File: src/rtl/control_sequencer_pkg.sv
// Shared types and constants for the control sequencer: FSM states, ISA classes,
// bus IDs, address-mux codes, control-word field positions and a word builder.
package control_sequencer_pkg;

  localparam int WORD_WIDTH = 20;

  typedef enum logic [2:0] {
    ST_FETCH,
    ST_DECODE,
    ST_OPERAND,
    ST_EXEC,
    ST_EXEC2,
    ST_HALTED,
    ST_STEPWAIT
  } state_t;

  typedef enum logic [2:0] {
    CLS_NOP = 3'd0,
    CLS_MOV = 3'd1,
    CLS_LDI = 3'd2,
    CLS_ALU = 3'd3,
    CLS_LD  = 3'd4,
    CLS_ST  = 3'd5,
    CLS_JMP = 3'd6,
    CLS_HLT = 3'd7
  } class_t;

  localparam logic [4:0] ID_IR0 = 5'd0;
  localparam logic [4:0] ID_IR1 = 5'd1;
  localparam logic [4:0] ID_A   = 5'd2;
  localparam logic [4:0] ID_MEM = 5'd4;
  localparam logic [4:0] ID_AR0 = 5'd7;
  localparam logic [4:0] ID_AR1 = 5'd8;
  localparam logic [4:0] ID_PC0 = 5'd9;
  localparam logic [4:0] ID_PC1 = 5'd10;
  localparam logic [4:0] ID_SR  = 5'd17;
  localparam logic [4:0] ID_ALU = 5'd18;

  localparam logic [1:0] AMID_PC = 2'd0;
  localparam logic [1:0] AMID_AR = 2'd1;

  localparam int SID_EN_BIT = 0;
  localparam int MID_EN_BIT = 1;
  localparam int PC_INR_BIT = 2;
  localparam int AMID_LSB   = 3;
  localparam int SID_LSB    = 5;
  localparam int MID_LSB    = 10;
  localparam int ALU_LSB    = 15;

  localparam logic [WORD_WIDTH-1:0] IDLE_WORD = '0;

  function automatic logic [WORD_WIDTH-1:0] make_word(
    input logic       sid_en,
    input logic       mid_en,
    input logic       pc_inr,
    input logic [1:0] amid,
    input logic [4:0] sid,
    input logic [4:0] mid,
    input logic [4:0] alu_op
  );
    logic [WORD_WIDTH-1:0] w;
    w                  = IDLE_WORD;
    w[SID_EN_BIT]      = sid_en;
    w[MID_EN_BIT]      = mid_en;
    w[PC_INR_BIT]      = pc_inr;
    w[AMID_LSB +: 2]   = amid;
    w[SID_LSB +: 5]    = sid;
    w[MID_LSB +: 5]    = mid;
    w[ALU_LSB +: 5]    = alu_op;
    return w;
  endfunction

endpackage

File: src/rtl/control_sequencer.sv
// Fetch/decode/execute control FSM driving the datapath control_bus.
// Optional single-step mode is enabled by defining CONTROL_SEQUENCER_STEP_EN.
module control_sequencer
  import control_sequencer_pkg::*;
#(
  parameter int CTRL_WIDTH   = 33,
  parameter int STATUS_WIDTH = 4
) (
  input  logic                    clk,
  input  logic                    reset,
  input  logic                    hlt,
`ifdef CONTROL_SEQUENCER_STEP_EN
  input  logic                    step,
`endif
  input  logic [15:0]             instr_data,
  input  logic [STATUS_WIDTH-1:0] status,
  output logic [CTRL_WIDTH-1:0]   control_bus,
  output logic [3:0]              T,
  output logic                    halted
);

  state_t                  state, next_state;
  logic [WORD_WIDTH-1:0]   word;
  logic [3:0]              t_vec;
  logic                    halted_int;
  class_t                  cls;
  logic [4:0]              f;
  logic [4:0]              ir1_id;
  logic [STATUS_WIDTH-1:0] mask;
  logic                    jmp_taken;
  logic                    unused_bits;

  assign cls         = class_t'(instr_data[7:5]);
  assign f           = instr_data[4:0];
  assign ir1_id      = instr_data[12:8];
  assign mask        = instr_data[STATUS_WIDTH-1:0];
  assign jmp_taken   = (mask == '0) || ((status & mask) != '0);
  assign unused_bits = ^instr_data[15:13];

  // Where an instruction goes after its final cycle.
`ifdef CONTROL_SEQUENCER_STEP_EN
  localparam state_t DONE_STATE = ST_STEPWAIT;
  logic step_q;
  logic step_rise;

  always_ff @(posedge clk or negedge reset) begin
    if (!reset) step_q <= 1'b0;
    else        step_q <= step;
  end

  assign step_rise = step && !step_q;
`else
  localparam state_t DONE_STATE = ST_FETCH;
`endif

  always_ff @(posedge clk or negedge reset) begin
    if (!reset) state <= ST_FETCH;
    else        state <= next_state;
  end

  always_comb begin
    next_state = state;
    word       = IDLE_WORD;
    t_vec      = 4'b0000;
    halted_int = 1'b0;
    case (state)
      ST_FETCH: begin
        t_vec = 4'b0001;
        if (!hlt) begin
          word       = make_word(1'b1, 1'b1, 1'b1, AMID_PC, ID_IR0, ID_MEM, 5'd0);
          next_state = ST_DECODE;
        end
      end
      ST_DECODE: begin
        t_vec = 4'b0010;
        case (cls)
          CLS_NOP:          next_state = DONE_STATE;
          CLS_MOV, CLS_LDI: next_state = ST_OPERAND;
          CLS_HLT:          next_state = ST_HALTED;
          default:          next_state = ST_EXEC;
        endcase
      end
      ST_OPERAND: begin
        t_vec      = 4'b0100;
        word       = make_word(1'b1, 1'b1, 1'b1, AMID_PC, ID_IR1, ID_MEM, 5'd0);
        next_state = ST_EXEC;
      end
      ST_EXEC: begin
        t_vec      = 4'b1000;
        next_state = DONE_STATE;
        case (cls)
          CLS_MOV: word = make_word(1'b1, 1'b1, 1'b0, AMID_PC, f, ir1_id, 5'd0);
          CLS_LDI: word = make_word(1'b1, 1'b1, 1'b0, AMID_PC, f, ID_IR1, 5'd0);
          CLS_ALU: word = make_word(1'b1, 1'b1, 1'b0, AMID_PC, ID_A, ID_ALU, f);
          CLS_LD:  word = make_word(1'b1, 1'b1, 1'b0, AMID_AR, f, ID_MEM, 5'd0);
          CLS_ST:  word = make_word(1'b1, 1'b1, 1'b0, AMID_AR, ID_MEM, f, 5'd0);
          CLS_JMP: begin
            if (jmp_taken) begin
              word       = make_word(1'b1, 1'b1, 1'b0, AMID_PC, ID_PC0, ID_AR0, 5'd0);
              next_state = ST_EXEC2;
            end
          end
          default: word = IDLE_WORD;
        endcase
      end
      ST_EXEC2: begin
        t_vec      = 4'b1000;
        word       = make_word(1'b1, 1'b1, 1'b0, AMID_PC, ID_PC1, ID_AR1, 5'd0);
        next_state = DONE_STATE;
      end
      ST_HALTED: begin
        halted_int = 1'b1;
      end
`ifdef CONTROL_SEQUENCER_STEP_EN
      ST_STEPWAIT: begin
        if (step_rise) next_state = ST_FETCH;
      end
`endif
      default: next_state = ST_FETCH;
    endcase
  end

  // Outputs are forced quiet while reset is held so an abort takes effect immediately.
  assign control_bus = reset ? CTRL_WIDTH'(word) : '0;
  assign T           = reset ? t_vec : 4'b0000;
  assign halted      = reset ? halted_int : 1'b0;

endmodule
File: config.mk
export PLATFORM = sky130hd
export DESIGN_NAME = control_sequencer
export DESIGN_NICKNAME = d
export VERILOG_FILES = /design/src/rtl/control_sequencer_pkg.sv /design/src/rtl/control_sequencer.sv
export SDC_FILE = /design/constraint.sdc
export NUM_CORES = 1
export LEC_CHECK = 0
export BUFFER_PORTS_ARGS = -buffer_cell sky130_fd_sc_hd__buf_2
export CORE_MARGIN = 8
export CORE_UTILIZATION = 38
export CTS_CLUSTER_DIAMETER = 100
export DETAILED_ROUTE_END_ITERATION = 8
export PLACE_DENSITY = 0.79
export SKIP_LAST_GASP = 1
export SYNTH_ARGS = -nofsm -noshare
export SYNTH_HDL_FRONTEND = slang
export SYNTH_SLANG_ARGS = --single-unit
export TNS_END_PERCENT = 30
File: constraint.sdc
create_clock -name clk -period 2.3 [get_ports clk]
set_clock_uncertainty 0.2 [all_clocks]
set_input_delay 0.23 -clock clk [delete_from_list [all_inputs] [get_ports clk]]
set_output_delay 0.23 -clock clk [all_outputs]
set_load 0.02 [all_outputs]
==> results.toml <==
[status]
run_status = "completed"

[layout]
largest-register = "state"
syn_to_final_growth_pct = 29.4
fin_nets = 176
fin_area_um2 = 953
layout_commonest_cell = "buf_2"
post-route-util_pct = 50.1
layout_common_cells = "buf_2 (43), conb_1 (14), a21oi_1 (10)"
largest_register_ffs = 3
reg_top3 = "state x3"
diodes = 0
layout-drive-gt1-share_pct = 36.8

[drt]
viasPerCell = 4.90
dr_wl_met3_um = 246
drc = 0
wl_met2_mm = 1.04
drtIter0Drc = 8
ant_nets = 0
top_layer = "met3"
routed_wl_mm = 2.27
vias = 877
firstDrtPassIters = 4
drt-met1-wl_um = 988
wl_per_cell_um = 12.7

[placement]
gp_congestion = 0.799
io_buffers = 43
post_dp_cell_area_um2 = 910
place_hpwl_mm = 1.85

[yosys]
syn_area_um2 = 737
yosys.area.top_type = "buf_4"
netlist_top_cells_area = "buf_4 (15%), dfrtp_1 (10%), a21oi_1 (6.8%)"
synth.avg_cell_area_um2 = 6.70
yosysTopAreaCellShare_pct = 15.3
synthCells = 110
synth-warning-count = 0
synth.distinct_cells = 35
synth_edf_count = 0
synth_ff_type = "dfrtp_1"
async_flop_share_pct = 100
synth-seq-area-share_pct = 10.2
ys_ff_latch = 3

[setup_path]
worstSetupPathType = "reg2out"
crit_arrival_ps = 1720
worst-path-buf-inv = 1
critical_path.top_delay_family = "simple AND/OR/NAND/NOR gates"
startpoint_type = "register"
worstSetupEndpointType = "output pin"
critPathSlowestCell = "dfrtp_2"
path_cells = "nand4b_4 -> or2_4 -> nor3b_4 -> and2_1 -> buf_2"
slowest_delay_ps = 460
path_max_fanout = 9
critPathRequiredTime_ps = 1870

[die]
die_height_um = 60.0
pin_count = 61
design.core.area_um2 = 1900
rows = 16
die_w_um = 60.0
die-area_um2 = 3600
initial_utilization_pct = 38.8

[flow_run]
maxCapViolCount = 0

[clock_network]
cts_made_buffers = 3
cts-root-buf = "clkbuf_4"
cts_sinks = 3
cts_tree = "yes"
cts_max_path_buffers = 2
cts_setup_buffers = 0
clk_latency_ps = 230
path_clk_slew_ps = 40
cts_max_level = 1

[power_and_ir_drop]
peakVddDrop_uv = 309
clock_power_share_pct = 14.2
switching_share_pct = 52.8
p_sw_mw = 0.338
cellLeakagePower_nw = 0.539
p_per_area_nw_per_um2 = 672
p_int_mw = 0.303
power_frac_seq_pct = 20.1
p_comb_share_pct = 65.6

[timing]
setup_tns_ps = 0
max_freq_mhz = 465
hold_viol_final = 0
setup_viol = 0
min_period_ps = 2150
timing.final.crit_share_pct = 93.4
final_max_slew_viol_count = 0
rsz0062_at_grt = "false"

[worst_hold_path]
hold_path_class = "in2async"

[global_routing]
grt_max_degree = 19
grt_pass1_wl_mm = 3.54
grt_pass1_vias = 847
antenna_found_initial = 0
track_usage_pct = 12.6
grt.overflow.total = 0
## final cells by class
cell class / count / area [µm²]
sequential: 3 / 77.6
timing repair buffer: 47 / 248
inverter: 6 / 22.5
fill: 211 / 948
clock buffer: 4 / 26.3
multi-input combinational: 92 / 546
tap: 27 / 33.8
## worst paths after layout
check                      startpoint               to  slack [ps]  depth (start not counted)
max                          state[0]  control_bus[15]         150                          5
min                             reset         state[0]         250                          2
max reg2reg                  state[1]         state[1]         940                          2
min reg2reg                  state[2]         state[1]         370                          2
max in group asynchronous       reset         state[1]        1480                          2
min in group clk                  hlt         state[0]         250                          3
## power groups by stage
stage          registers, mW  logic [mW]  clock network, mW
6_report               0.129       0.421             0.0913
3_5_place_dp           0.125       0.417                  0
3_3_place_gp           0.122       0.410                  0
4_1_cts                0.124       0.422             0.0964
2_1_floorplan         0.0940       0.350                  0
5_1_grt                0.136       0.459              0.106
## metal layers
layer | track usage, % | vias up
met3 | 4.30 | 0
met4 | 4.08 | 0
met1 | 15.6 | 383
li1 | - | 448
met2 | 19.8 | 46
met5 | 0 | -
## synth_stat cells (all sizes together), types with 2 or more instances
library cell / n
nand2: 7
o22ai: 2
a21oi: 10
and2: 5
nor2b: 2
nor3b: 2
inv: 6
a31oi: 3
dfrtp: 3
buf: 22
nand4b: 2
a211oi: 2
o21ai: 8
nor2: 9
nand2b: 3
nand3: 3
a22o: 2
nor3: 4
or3b: 2
## per-stage QoR
step	worst slack (ps)	total power [mW]	hold slack, ps	instances
2_1_floorplan	265	0.444	-266	123
3_3_place_gp	260	0.532	-130	174
3_5_place_dp	208	0.542	-126	174
4_1_cts	45.4	0.642	239	179
5_1_grt	40.8	0.700	246	179
6_report	151	0.641	247	179
## cell families (layout without fill, tap and decap cells)
group,count (synthesis),after routing,synth area share [%]
flip-flops,3,3,10.2
buffers and inverters,28,57,23.1
AO/OA/AOI/OAI,33,33,27.7
AND/OR/NAND/NOR,43,43,35.7
multiplexers,2,2,2.89
other,1,14,0.509
## timing repair
item / CTS / global route
gates resized for setup: 1 / 2
pin swaps: 0 / 0
setup endpoints to repair: 3 / 8
hold endpoints to repair: 3 / 0
hold buffers: 1 / 0
Power figures use the tool's default switching activity.
